$ cat src/rtl/stopwatch_input_conditioner_pkg.sv
// Shared stopwatch constants: board clock, default debounce window and the
// encoding of the per-input debounce state machine.
package stopwatch_input_conditioner_pkg;

    localparam int CLK_HZ                  = 100_000_000;
    localparam int DEBOUNCE_MS             = 10;
    // 10 ms worth of board clock cycles (1_000_000 at 100 MHz).
    localparam int DEBOUNCE_CYCLES_DEFAULT = (CLK_HZ / 1000) * DEBOUNCE_MS;
    localparam int SYNC_STAGES_DEFAULT     = 2;

    // Debounce FSM encoding. Bit 1 equals the accepted level in the STABLE
    // states and the level being left in the PEND states.
    typedef logic [1:0] db_state_t;
    localparam db_state_t DB_STABLE_LOW  = 2'b00;
    localparam db_state_t DB_PEND_HIGH   = 2'b01;
    localparam db_state_t DB_STABLE_HIGH = 2'b11;
    localparam db_state_t DB_PEND_LOW    = 2'b10;

endpackage

$ cat src/rtl/stopwatch_input_conditioner_if.sv
// Board-control bundle: raw pin levels in, conditioned strobes/levels out.
interface stopwatch_input_conditioner_if;

    logic pause_raw;
    logic select_raw;
    logic adjust_raw;
    logic pause_pulse;
    logic paused;
    logic select;
    logic adjust;

    // Board / testbench side: drives raw pins, observes conditioned outputs.
    modport master (
        output pause_raw, select_raw, adjust_raw,
        input  pause_pulse, paused, select, adjust
    );

    // Conditioner side.
    modport slave (
        input  pause_raw, select_raw, adjust_raw,
        output pause_pulse, paused, select, adjust
    );

endinterface

$ cat src/rtl/stopwatch_input_conditioner_debounce_channel.sv
// One input channel: N-stage synchronizer, four-state debounce FSM with a
// saturating-free counter, registered debounced level and rising-edge pulse.
module debounce_channel
    import stopwatch_input_conditioner_pkg::*;
#(
    parameter int DEBOUNCE_CYCLES = DEBOUNCE_CYCLES_DEFAULT,
    parameter int SYNC_STAGES     = SYNC_STAGES_DEFAULT
) (
    input  logic clk,
    input  logic rst,
    input  logic i_raw,
    output logic o_level,
    output logic o_pulse,
    output logic o_rise
);

    localparam int CNT_W = $clog2(DEBOUNCE_CYCLES + 1);
    // The sample that moves STABLE->PEND is the first differing cycle, so the
    // flip happens when the counter is about to reach DEBOUNCE_CYCLES-1.
    localparam logic [CNT_W-1:0] CNT_LAST =
        CNT_W'((DEBOUNCE_CYCLES >= 2) ? (DEBOUNCE_CYCLES - 2) : 0);
    localparam bit SINGLE_CYCLE = (DEBOUNCE_CYCLES == 1);

    logic [SYNC_STAGES-1:0] r_sync;
    db_state_t              r_state;
    logic [CNT_W-1:0]       r_cnt;
    logic                   r_level;
    logic                   r_pulse;

    logic                   w_sync;
    db_state_t              w_state_nxt;
    logic [CNT_W-1:0]       w_cnt_nxt;
    logic                   w_level_nxt;
    logic                   w_rise;

    assign w_sync = r_sync[SYNC_STAGES-1];

    // Metastability synchronizer: shift the raw pin through SYNC_STAGES flops.
    always_ff @(posedge clk or posedge rst) begin
        if (rst) begin
            r_sync <= {SYNC_STAGES{1'b0}};
        end else begin
            r_sync <= {r_sync[SYNC_STAGES-2:0], i_raw};
        end
    end

    // Debounce next-state: any bounce back to the stable level restarts the count.
    always_comb begin
        w_state_nxt = r_state;
        w_cnt_nxt   = {CNT_W{1'b0}};
        w_level_nxt = r_level;
        w_rise      = 1'b0;
        case (r_state)
            DB_STABLE_LOW: begin
                if (w_sync && SINGLE_CYCLE) begin
                    w_state_nxt = DB_STABLE_HIGH;
                    w_level_nxt = 1'b1;
                    w_rise      = 1'b1;
                end else if (w_sync) begin
                    w_state_nxt = DB_PEND_HIGH;
                end else begin
                    w_state_nxt = DB_STABLE_LOW;
                end
            end
            DB_PEND_HIGH: begin
                if (!w_sync) begin
                    w_state_nxt = DB_STABLE_LOW;
                end else if (r_cnt == CNT_LAST) begin
                    w_state_nxt = DB_STABLE_HIGH;
                    w_level_nxt = 1'b1;
                    w_rise      = 1'b1;
                end else begin
                    w_cnt_nxt   = r_cnt + {{(CNT_W-1){1'b0}}, 1'b1};
                end
            end
            DB_STABLE_HIGH: begin
                if (!w_sync && SINGLE_CYCLE) begin
                    w_state_nxt = DB_STABLE_LOW;
                    w_level_nxt = 1'b0;
                end else if (!w_sync) begin
                    w_state_nxt = DB_PEND_LOW;
                end else begin
                    w_state_nxt = DB_STABLE_HIGH;
                end
            end
            DB_PEND_LOW: begin
                if (w_sync) begin
                    w_state_nxt = DB_STABLE_HIGH;
                end else if (r_cnt == CNT_LAST) begin
                    w_state_nxt = DB_STABLE_LOW;
                    w_level_nxt = 1'b0;
                end else begin
                    w_cnt_nxt   = r_cnt + {{(CNT_W-1){1'b0}}, 1'b1};
                end
            end
            default: begin
                w_state_nxt = DB_STABLE_LOW;
                w_level_nxt = 1'b0;
            end
        endcase
    end

    // FSM, counter, debounced level and one-cycle rise pulse registers.
    always_ff @(posedge clk or posedge rst) begin
        if (rst) begin
            r_state <= DB_STABLE_LOW;
            r_cnt   <= {CNT_W{1'b0}};
            r_level <= 1'b0;
            r_pulse <= 1'b0;
        end else begin
            r_state <= w_state_nxt;
            r_cnt   <= w_cnt_nxt;
            r_level <= w_level_nxt;
            r_pulse <= w_rise;
        end
    end

    assign o_level = r_level;
    assign o_pulse = r_pulse;
    // Same-cycle strobe of the edge that registers o_pulse, for state that must
    // update on that very edge.
    assign o_rise  = w_rise;

endmodule

$ cat src/rtl/stopwatch_input_conditioner.sv
// Stopwatch input front end: three independent debounce channels plus the
// pause toggle register.
module stopwatch_input_conditioner
    import stopwatch_input_conditioner_pkg::*;
#(
    parameter int DEBOUNCE_CYCLES = DEBOUNCE_CYCLES_DEFAULT,
    parameter int SYNC_STAGES     = SYNC_STAGES_DEFAULT
) (
    input  logic                         clk,
    input  logic                         rst,
    stopwatch_input_conditioner_if.slave bus
);

    logic w_pause_level;
    logic w_pause_rise;
    logic w_sel_pulse;
    logic w_sel_rise;
    logic w_adj_pulse;
    logic w_adj_rise;
    logic w_unused_edges;
    logic r_paused;

    debounce_channel #(.DEBOUNCE_CYCLES(DEBOUNCE_CYCLES), .SYNC_STAGES(SYNC_STAGES)) u_pause (
        .clk     (clk),
        .rst     (rst),
        .i_raw   (bus.pause_raw),
        .o_level (w_pause_level),
        .o_pulse (bus.pause_pulse),
        .o_rise  (w_pause_rise)
    );

    debounce_channel #(.DEBOUNCE_CYCLES(DEBOUNCE_CYCLES), .SYNC_STAGES(SYNC_STAGES)) u_select (
        .clk     (clk),
        .rst     (rst),
        .i_raw   (bus.select_raw),
        .o_level (bus.select),
        .o_pulse (w_sel_pulse),
        .o_rise  (w_sel_rise)
    );

    debounce_channel #(.DEBOUNCE_CYCLES(DEBOUNCE_CYCLES), .SYNC_STAGES(SYNC_STAGES)) u_adjust (
        .clk     (clk),
        .rst     (rst),
        .i_raw   (bus.adjust_raw),
        .o_level (bus.adjust),
        .o_pulse (w_adj_pulse),
        .o_rise  (w_adj_rise)
    );

    // Select/adjust are consumed as levels only; their edge outputs are dropped.
    assign w_unused_edges = ^{w_pause_level, w_sel_pulse, w_sel_rise, w_adj_pulse, w_adj_rise};

    // Pause toggle: flips on the same edge that registers pause_pulse high.
    always_ff @(posedge clk or posedge rst) begin
        if (rst) begin
            r_paused <= 1'b0;
        end else if (w_pause_rise) begin
            r_paused <= ~r_paused;
        end else begin
            r_paused <= r_paused;
        end
    end

    assign bus.paused = r_paused;

endmodule

$ cat src/flat_wrapper.sv
// flat-port wrapper written by rule: the top's interface ports become plain ports
module stopwatch_input_conditioner_flat import stopwatch_input_conditioner_pkg::*;
#(
    parameter int DEBOUNCE_CYCLES = DEBOUNCE_CYCLES_DEFAULT,
    parameter int SYNC_STAGES     = SYNC_STAGES_DEFAULT
)
  (clk, rst, bus_pause_raw, bus_select_raw, bus_adjust_raw, bus_pause_pulse, bus_paused, bus_select, bus_adjust);
  stopwatch_input_conditioner_if bus_i ();
  input  logic clk;
  input  logic rst;
  input wire logic [$bits(bus_i.pause_raw)-1:0] bus_pause_raw;
  input wire logic [$bits(bus_i.select_raw)-1:0] bus_select_raw;
  input wire logic [$bits(bus_i.adjust_raw)-1:0] bus_adjust_raw;
  output wire logic [$bits(bus_i.pause_pulse)-1:0] bus_pause_pulse;
  output wire logic [$bits(bus_i.paused)-1:0] bus_paused;
  output wire logic [$bits(bus_i.select)-1:0] bus_select;
  output wire logic [$bits(bus_i.adjust)-1:0] bus_adjust;
  assign bus_i.pause_raw = bus_pause_raw;
  assign bus_i.select_raw = bus_select_raw;
  assign bus_i.adjust_raw = bus_adjust_raw;
  assign bus_pause_pulse = bus_i.pause_pulse;
  assign bus_paused = bus_i.paused;
  assign bus_select = bus_i.select;
  assign bus_adjust = bus_i.adjust;
  stopwatch_input_conditioner #(.DEBOUNCE_CYCLES(DEBOUNCE_CYCLES), .SYNC_STAGES(SYNC_STAGES)) u_core (.clk(clk), .rst(rst), .bus(bus_i));
endmodule
$ cat config.mk
export PLATFORM = sky130hd
export DESIGN_NAME = stopwatch_input_conditioner_flat
export DESIGN_NICKNAME = d
export VERILOG_FILES = /design/src/rtl/stopwatch_input_conditioner_pkg.sv /design/src/rtl/stopwatch_input_conditioner_if.sv /design/src/rtl/stopwatch_input_conditioner_debounce_channel.sv /design/src/rtl/stopwatch_input_conditioner.sv /design/src/flat_wrapper.sv
export SDC_FILE = /design/constraint.sdc
export NUM_CORES = 1
export LEC_CHECK = 0
export ABC_AREA = 1
export ABC_CLOCK_PERIOD_IN_PS = 3380
export CORE_MARGIN = 5
export CORE_UTILIZATION = 55
export DETAILED_ROUTE_END_ITERATION = 16
export DONT_BUFFER_PORTS = 1
export GPL_TIMING_DRIVEN = 0
export PLACE_DENSITY = 0.69
export SYNTH_ARGS = -nofsm -noshare
export SYNTH_HDL_FRONTEND = slang
export SYNTH_SLANG_ARGS = --single-unit
$ cat constraint.sdc
create_clock -name clk -period 3.38 [get_ports clk]
set_input_delay 0.845 -clock clk [delete_from_list [all_inputs] [get_ports clk]]
set_output_delay 0.845 -clock clk [all_outputs]
set_load 0.01 [all_outputs]
==> results of run 1 <==
area by class of cell:
cell class / instances / share of cell area, %
Tap cell: 102 / 2.726
Clock inverter: 1 / 0.6414
Sequential cell: 76 / 40.62
Clock buffer: 13 / 3.821
Inverter: 69 / 5.585
Multi-Input combinational cell: 397 / 44.87
Timing Repair Buffer: 1 / 0.5879
Buffer: 4 / 1.149
final timing paths:
path                                             from                   endpoint  slack [ns]  depth (start not counted)
hold reg to reg             u_core.u_adjust.r_sync[0]  u_core.u_adjust.r_sync[1]        0.35                          0
setup reg to reg           u_core.u_select.r_state[0]   u_core.u_select.r_cnt[3]        1.63                          9
min in group clk            u_core.u_adjust.r_sync[0]  u_core.u_adjust.r_sync[1]        0.35                          0
hold / removal                                    rst  u_core.u_adjust.r_cnt[15]        0.30                          1
max in group asynchronous                         rst   u_core.u_pause.r_cnt[19]        2.51                          2
setup / recovery           u_core.u_select.r_state[0]   u_core.u_select.r_cnt[3]        1.63                          9
flip-flops by register name (all words and copies together) (netlist names):
register	flops
u_core.u_pause.r_state	2
u_core.u_select.r_sync	2
u_core.u_pause.r_cnt	20
u_core.bus.paused	1
u_core.u_adjust.r_sync	2
u_core.u_select.o_level	1
u_core.u_pause.r_sync	2
u_core.u_adjust.o_level	1
u_core.u_select.r_cnt	20
u_core.u_select.r_state	2
u_core.u_pause.o_pulse	1
u_core.u_adjust.r_state	2
u_core.u_adjust.r_cnt	20
worst max-delay path, stage by stage, from the launching register on:
cell     delay, ns
dfrtp_1       0.41
inv_1         0.11
ha_1          0.15
inv_1         0.06
o21ai_0       0.28
inv_1         0.09
nor2_2        0.20
nand2_4       0.13
buf_6         0.17
nor2_1        0.10
through the flow:
step	instances	TNS, ns	cell area, um^2	util, %	setup slack (ns)
global route	663	0	4682	60.90	1.464
detailed placement	649	0	4473	58.19	1.665
global placement	648	-14.37	4443	57.80	-0.1936
CTS	663	0	4682	60.90	1.640
floorplan	546	0	4315	-	0.5967
finish	663	0	4682	60.90	1.627
Yosys cell counts:
cell type / count / area, um^2
a21o_1: 3 / 22.52
buf_12: 1 / 20.02
buf_6: 3 / 33.78
dfrtp_1: 76 / 1902
ha_1: 18 / 225.2
inv_1: 69 / 259.0
nand2_1: 123 / 461.7
nand2_2: 3 / 18.77
nand2_4: 2 / 22.52
nand3_1: 32 / 160.2
nand3_2: 1 / 10.01
nand3b_2: 1 / 11.26
nand4_1: 11 / 68.82
nor2_1: 109 / 409.1
nor2_2: 17 / 106.4
nor2_4: 5 / 56.30
nor3_1: 11 / 55.05
nor3_2: 1 / 10.01
o21ai_0: 14 / 70.07
o21bai_1: 2 / 15.01
o22ai_1: 1 / 6.260
or3_1: 2 / 12.51
xnor2_1: 11 / 96.34
xor2_1: 30 / 262.8
logic make-up after synthesis:
group | synth area share (%)
adders and majority gates | 5.219
buffers and inverters | 7.248
AOI/OAI and AO/OA | 2.638
DFF | 44.07
and+or+nand+nor | 32.50
xor gates and xnor gates | 8.321
where the power goes:
part	leakage (nW)	internal [mW]	switching, mW
clock	0.108	0.414	0.311
sequential	1.04	0.951	0.0393
combinational	0.910	0.138	0.245
per-layer routing:
| layer | global-route usage [%] | vias to the layer above | share of wire, % |
|---|---|---|---|
| met2 | 29.02 | 40 | 47 |
| met1 | 24.33 | 1524 | 48 |
| met4 | 8.298 | 0 | 1.9 |
| met5 | 0 | - | 0 |
| met3 | 2.972 | 15 | 3.1 |
| li1 | - | 1711 | - |
==> flow_summary.json, run 1 <==
{
  "multi_input_area_um2": 2101,
  "relSlewSlack_pct": 71.88,
  "synthCells": 546,
  "start_util_pct": 56.14,
  "drv_slew": 0,
  "fin_nets": 581,
  "fillers": 697,
  "ys_warn_count": 0,
  "layout_common_cells": "nand2_1 (123), nor2_1 (109), dfrtp_1 (76)",
  "clkSinkCount": 76,
  "firstDrtPassIters": 4,
  "power_density_nw_per_um2": 448.3,
  "startpoint_type": "flip-flop",
  "grt-ovfl-total": 0,
  "ys_ff_latch": 76,
  "placement_rows": 32,
  "yosysUniqueCellTypes": 24,
  "critPathKind": "reg2reg",
  "drc": 0,
  "die_h_um": 98.58,
  "die_w_um": 98.58,
  "yosysSeqAreaShare_pct": 44.07,
  "drive_above_1_share_pct": 8.913,
  "run_status": "completed",
  "finalSetupViolCount": 0,
  "wl_per_cell_um": 12.07,
  "path_max_fanout": 10,
  "power_leakage_nw": 2.057,
  "cp_data_required_time_ns": 3.65,
  "total_power_mw": 2.099,
  "fin_hold_ws_ns": 0.3041,
  "hold_viol_final": 0,
  "peakVddDrop_mv": 0.2639,
  "ant_nets": 0,
  "max_cap_violations": 0,
  "track_usage_pct": 18.17,
  "syn-mean-instance-area_um2": 7.904,
  "ios": 9,
  "viasPerCell": 4.962,
  "finalCritPeriodShare_pct": 51.87,
  "layout_commonest_cell": "nand2_1",
  "dieArea_um2": 9718,
  "cts_max_level": 3,
  "drtIter0Drc": 172,
  "syn_nets": 569,
  "path_clk_slew_ns": 0.08,
  "area_growth_pct": 8.495,
  "endpoint_kind": "flip-flop",
  "clockRootBuffer": "clkbuf_8",
  "rsz0062_at_grt": "false",
  "wl_mm": 8.004,
  "grt_max_degree": 61,
  "min_period_ns": 1.753,
  "hold_class": "in2async",
  "critPathArrivalTime_ns": 2.03,
  "core_area_um2": 7687,
  "antenna_found_initial": 0,
  "ff_latch_area_um2": 1902,
  "clk_latency_ns": 0.34,
  "fin_worst_skew_ns": 0.01180,
  "timing.fmax_mhz": 570.4,
  "cts_inserted_buffers": 9,
  "portBuffers": 0,
  "dp_hpwl_mm": 5.988,
  "vias": 3290,
  "post-cts-setup-buffers": 0,
  "grt_pass1_vias": 3288,
  "cts_buffer_depth": 2,
  "diodes": 0,
  "grt_pass1_wl_mm": 14.55,
  "worstMarginPinSlew_ns": 0.4202,
  "cts_tree": "yes",
  "gp_congestion": 0.9468,
  "hold_buffers": 0,
  "post_cts_resized": 0,
  "synthesis.area_um2": 4315
}
Power figures use the tool's default switching activity.
==> inputs of run 2 (changes only) <==
Settings changed: ABC_CLOCK_PERIOD_IN_PS 3380 to 1790.
Clock period 3.38 ns to 1.79 ns, I/O delays scaled along.
==> flow_summary.json, run 2 (synthesis results as in run 1) <==
{
  "path_max_fanout": 10,
  "finalSetupViolCount": 0,
  "die_h_um": 98.58,
  "ios": 9,
  "rsz0062_at_grt": "false",
  "hold_viol_final": 0,
  "cts_inserted_buffers": 9,
  "critical_path.top_delay_family": "simple AND/OR/NAND/NOR gates",
  "drc": 0,
  "critPathArrivalTime_ns": 1.91,
  "rr_worst_depth": 9,
  "finalCritPeriodShare_pct": 91.12,
  "endpoint_kind": "flip-flop",
  "min_period_ns": 1.631,
  "drive_above_1_share_pct": 9.397,
  "path_clk_slew_ns": 0.08,
  "diodes": 0,
  "final_core_util_pct": 61.60,
  "dp_hpwl_mm": 6.094,
  "met1_usage_pct": 25.09,
  "die_w_um": 98.58,
  "wl_mm": 7.996,
  "clockRootBuffer": "clkbuf_8",
  "ff_latch_area_um2": 1902,
  "cp_num_buf_inv": 4,
  "start_util_pct": 56.14,
  "layout_common_cells": "nand2_1 (123), nor2_1 (109), dfrtp_1 (76)",
  "portBuffers": 0,
  "drv_slew": 0,
  "startpoint_type": "flip-flop",
  "fin_nets": 582,
  "grt-busiest-layer": "met2",
  "relSlewSlack_pct": 64.08,
  "path_cells": "inv_1, ha_1, inv_1, o21ai_1, inv_1, nor2_2, nand2_4, buf_6, nor2_1",
  "ant_nets": 0,
  "firstDrtPassIters": 5,
  "grt.met3_usage_pct": 3.043,
  "power_density_nw_per_um2": 881.7,
  "grt_pass1_wl_mm": 14.75,
  "vias": 3329,
  "cts_buffer_depth": 2,
  "cp_slowest_cell": "dfrtp_1",
  "design_area_um2": 4736,
  "cts_tree": "yes",
  "fin_worst_skew_ns": 0.009890,
  "core_area_um2": 7687,
  "fillers": 691,
  "grt_pass1_vias": 3279,
  "cts_max_level": 3,
  "drtIter0Drc": 165,
  "dieArea_um2": 9718,
  "run_status": "completed",
  "timing.fmax_mhz": 613.1,
  "viasPerCell": 4.998,
  "layout_commonest_cell": "nand2_1",
  "cp_slowest_stage_delay_ns": 0.41,
  "reg_top3": "u_core.u_adjust.r_cnt: 20 flops, u_core.u_pause.r_cnt: 20 flops, u_core.u_select.r_cnt: 20 flops",
  "finalSetupTns_ns": 0,
  "track_usage_pct": 18.31,
  "area_growth_pct": 9.742,
  "hold_class": "in2async",
  "grt_use_met2_pct": 29.54,
  "clk_latency_ns": 0.35,
  "grt-ovfl-total": 0,
  "crit_top_cell": "inv_1",
  "gp_congestion": 0.9446,
  "worstMarginPinSlew_ns": 0.5377,
  "wl_per_cell_um": 12.01,
  "hold_buffers": 0,
  "multi_input_area_um2": 2101,
  "path_depth": 9,
  "peakVddDrop_mv": 0.4461,
  "clkSinkCount": 76,
  "placement_rows": 32,
  "placed_area_um2": 4487,
  "grt_max_degree": 30,
  "max_cap_violations": 0,
  "antenna_found_initial": 0,
  "power_leakage_nw": 2.073,
  "critPathKind": "reg2reg",
  "cp_data_required_time_ns": 2.07
}
[run 2: routing by layer]
layer / vias up / part of all wire (%)
li1: 1709 / -
met1: 1558 / 49
met2: 52 / 47
met3: 10 / 2.9
met4: 0 / 1.4
met5: - / 0
[run 2: path summary, 6_finish.rpt]
check	start	end	slack (ns)
worst max-delay path	u_core.u_select.r_state[0]	u_core.u_select.r_cnt[5]	0.16
worst min-delay path	rst	u_core.u_select.r_cnt[4]	0.006
worst max register to register	u_core.u_select.r_state[0]	u_core.u_select.r_cnt[5]	0.16
worst min register to register	u_core.u_adjust.r_sync[0]	u_core.u_adjust.r_sync[1]	0.35
max in group asynchronous	rst	u_core.u_pause.o_pulse	1.28
min in group clk	bus_select_raw	u_core.u_select.r_sync[0]	0.12
[run 2: cell type report]
type	count	share of cell area, %
well taps	102	2.695
clock inverters	6	2.351
clock buffers	10	2.906
inverters	69	5.548
flip-flops and latches	76	40.16
repair buffers	2	0.8454
multi-input cells	397	44.36
plain buffers	4	1.136
[run 2: power by group]
| group | switching, mW | total (mW) | internal (mW) |
|---|---|---|---|
| Combinational | 0.449 | 0.709 | 0.260 |
| Sequential | 0.0749 | 1.87 | 1.80 |
| Clock | 0.632 | 1.60 | 0.964 |
[run 2: repair_timing]
action / CTS / global route
gates resized for setup: 0 / 2
setup endpoints to repair: 0 / 27
setup buffers: 0 / 0
[run 2: worst reg2reg max path, cell delays in order (launching register included)]
cell and delay [ns]:
dfrtp_1 0.41, inv_1 0.11, ha_1 0.15, inv_1 0.06, o21ai_1 0.17, inv_1 0.07, nor2_2 0.20, nand2_4 0.13
buf_6 0.17, nor2_1 0.10
[run 2: metrics by stage]
stage               cells  worst slack, ns  hold WS, ns  power, mW
floorplan             546           0.3506       0.3312      2.462
global placement      648          0.09737       0.3328      2.583
detailed placement    650          0.08297       0.3371      2.627
CTS                   666          0.05539     0.003275      4.245
global route          666         0.001274      0.01836      4.441
finish                666           0.1590     0.006365      4.176
==> RTL edit (settings of run 1) <==
Change the package constant `SYNC_STAGES_DEFAULT` from 2 to 4.
--- a/src/rtl/stopwatch_input_conditioner_pkg.sv
+++ b/src/rtl/stopwatch_input_conditioner_pkg.sv
@@ -6,7 +6,7 @@
     localparam int DEBOUNCE_MS             = 10;
     // 10 ms worth of board clock cycles (1_000_000 at 100 MHz).
     localparam int DEBOUNCE_CYCLES_DEFAULT = (CLK_HZ / 1000) * DEBOUNCE_MS;
-    localparam int SYNC_STAGES_DEFAULT     = 2;
+    localparam int SYNC_STAGES_DEFAULT     = 4;
 
     // Debounce FSM encoding. Bit 1 equals the accepted level in the STABLE
     // states and the level being left in the PEND states.
Behaviour: no difference found for any inputs over 10 cycles, from zero or initial values and one cycle with rst high; that may be too few to reach the edited logic, so the function may still have changed.
==> RTL edit against run 1 <==
Worst setup slack improved by 0.016 ns. Count of clock-buffer cells in the layout fell by 4. Critical path depth fell by 2. Area after synthesis rose by 2.3%. Sequential share of layout area rose by 2.5 points. Cell area rose by 1.7%. Cell count rose by 3.2%. Sequential cell count rose by 6. Total power rose by 3.6%. Combinational power barely moved. Routed wire length rose by 2.6%. Critical path type unchanged. Critical endpoint unchanged. Largest cell class unchanged. Largest power group unchanged. Highest routed layer unchanged.
==> RTL edit: results (changes against run 1) <==
- Final setup skew: 0.0144 ns (+0.00261 ns)
* Die outline width: 99.6 µm (+1.0%)
* Area of placed instances: 0.00456 mm² (+2.0%)
- The total track usage is 0.178 (-0.00384).
- The number of combinational gates with multiple inputs is 416 (+4.8%).
- Fraction of final layout cells sized beyond drive strength 1: 0.0722 (-0.0170)
- The sum of routed wire length over all layers was 8210 µm (+2.6%).
- The count of unique library cells instantiated by Yosys is 28 (+17%).
* Clk Tree Root Cell: sky130_fd_sc_hd__clkbuf_8
* First drt pass iteration count: 7 (+3)
- The final estimated routing congestion in global placement is 0.921 (-2.7%).
- Violation count after the first detailed-routing iteration: 126 (-27%)
- Area taken by flip-flops and latches: 0.00205 mm² (+7.9%)
* Number of non-clock buffers: 4 (-1)
- The via count of the first global-routing pass was 3409 (+3.7%).
- The detailed-placement wirelength estimate came to 6070 µm (+1.4%).
- ClkCell Share: 0.0418 (-0.00285)
- Longest individual stage delay on the worst path: 0.42 ns
- Layout overhead on the synthesized area: 7.91%
- Worst ir drop on vdd: 0.190 mV (-28%)
* Cell type group with the largest total delay on the critical path: flip-flops
- Number of inserted filler cells in the final layout: 712 (+2.2%)
- Seq_cells: 82 (+7.9%)
- Syn nets: 588 (+3.3%)
- Synth top area cells: sky130_fd_sc_hd__dfrtp_1 46%, sky130_fd_sc_hd__nor2_1 12%, sky130_fd_sc_hd__nand2_1 11%
* Pin count of the biggest net entering global routing: 43 (-30%)
- The post-layout net count is 600 (+3.3%).
- The total placed cells including tap cells is 668 (+2.9%).
* Path type of the worst min-delay path: flip-flop to flip-flop
- Result of the run: finished, final reports clean
- The gate count after technology mapping was 565 (+3.5%).
- Total internal power: 1.51 mW (+0.24%)
- LEAKAGE: 1.99 nW (-3.2%)
- Post-layout instance count excluding filler cells: 684 (+3.2%)
- By count the netlist is led by 138 x sky130_fd_sc_hd__nor2_1, 135 x sky130_fd_sc_hd__nand2_1, 82 x sky130_fd_sc_hd__dfrtp_1.
- Multi-input gate area in the final layout: 0.00209 mm² (-0.66%)
- The data-path buffer share of cell area in the final layout was 0.0113 (-0.00607).
- The proportion of synthesized chip area in sequential cells is 0.465 (+0.0243).
- Via density per instance: 5.07 (+2.1%)
==> RTL edit: changes by cell type after synthesis, sizes merged, moves of 2 or more <==
cell and change:
a21o -3, a21oi +6, a31o +2, dfrtp +6, inv -5, nand2 +11, nand3 -7, nor2 +16
o21ai +2, xor2 -8
==> RTL edit: cells by family (layout without fill, tap and decap cells) <==
group,after synthesis,in the layout,share of synthesized area
xor gates and xnor gates,32,32,0.0635
adders and majority gates,18,18,0.0510
and+or+nand+nor,338,338,0.323
AOI/OAI and AO/OA,28,28,0.0354
DFF,82,82,0.465
buffers and inverters,67,84,0.0621
==> RTL edit: per-layer routing <==
metal,global-route usage,wire length (µm),vias to the layer above
met1,0.223,3840,1628
met2,0.303,3980,56
met4,0.0462,116,0
li1,-,-,1769
met3,0.0505,276,14
met5,0,0,-
==> RTL edit: power groups by stage <==
stage	clock [mW]	sequential, mW	combinational [mW]
6_report	0.714	1.08	0.382
4_1_cts	0.744	1.08	0.391
5_1_grt	0.791	1.09	0.443
3_3_place_gp	0	1.09	0.369
2_1_floorplan	0	1.08	0.307
3_5_place_dp	0	1.10	0.389
==> RTL edit: metrics by stage <==
stage / setup TNS [ns] / hold WS, ns / utilization / power [mW] / setup slack (ns)
after floorplan: 0 / 0.331 / - / 1.39 / 0.427
after global placement: -36.77 / 0.334 / 0.585 / 1.46 / -0.452
after detailed placement: 0 / 0.335 / 0.587 / 1.49 / 1.66
after CTS: 0 / 0.354 / 0.613 / 2.21 / 1.60
after global routing: 0 / 0.360 / 0.613 / 2.32 / 1.41
final: 0 / 0.352 / 0.613 / 2.17 / 1.64
==> RTL edit: path summary, 6_finish.rpt <==
kind                       slack [ns]                             endpoint  depth (start not counted)                              startpoint
setup / recovery                 1.64   u_core.u_select.r_cnt[3]$_DFF_PP0_                          7  u_core.u_select.r_state[0]$_DFFE_PP0P_
hold / removal                   0.35  u_core.u_adjust.r_sync[2]$_DFF_PP0_                          0     u_core.u_adjust.r_sync[1]$_DFF_PP0_
setup reg to reg                 1.64   u_core.u_select.r_cnt[3]$_DFF_PP0_                          7  u_core.u_select.r_state[0]$_DFFE_PP0P_
hold reg to reg                  0.35  u_core.u_adjust.r_sync[2]$_DFF_PP0_                          0     u_core.u_adjust.r_sync[1]$_DFF_PP0_
max in group asynchronous        2.40  u_core.u_adjust.r_cnt[10]$_DFF_PP0_                          2                                     rst
min in group asynchronous        0.40  u_core.u_select.r_cnt[10]$_DFF_PP0_                          1                                     rst
==> RTL edit: worst reg2reg max path: cells and delay by family, from the launching register on <==
kind / cells / cell delay (ns)
DFF: 1 / 0.42
buffers and inverters: 3 / 0.40
and+or+nand+nor: 2 / 0.38
AOI/OAI and AO/OA: 1 / 0.30
adders and majority gates: 1 / 0.16
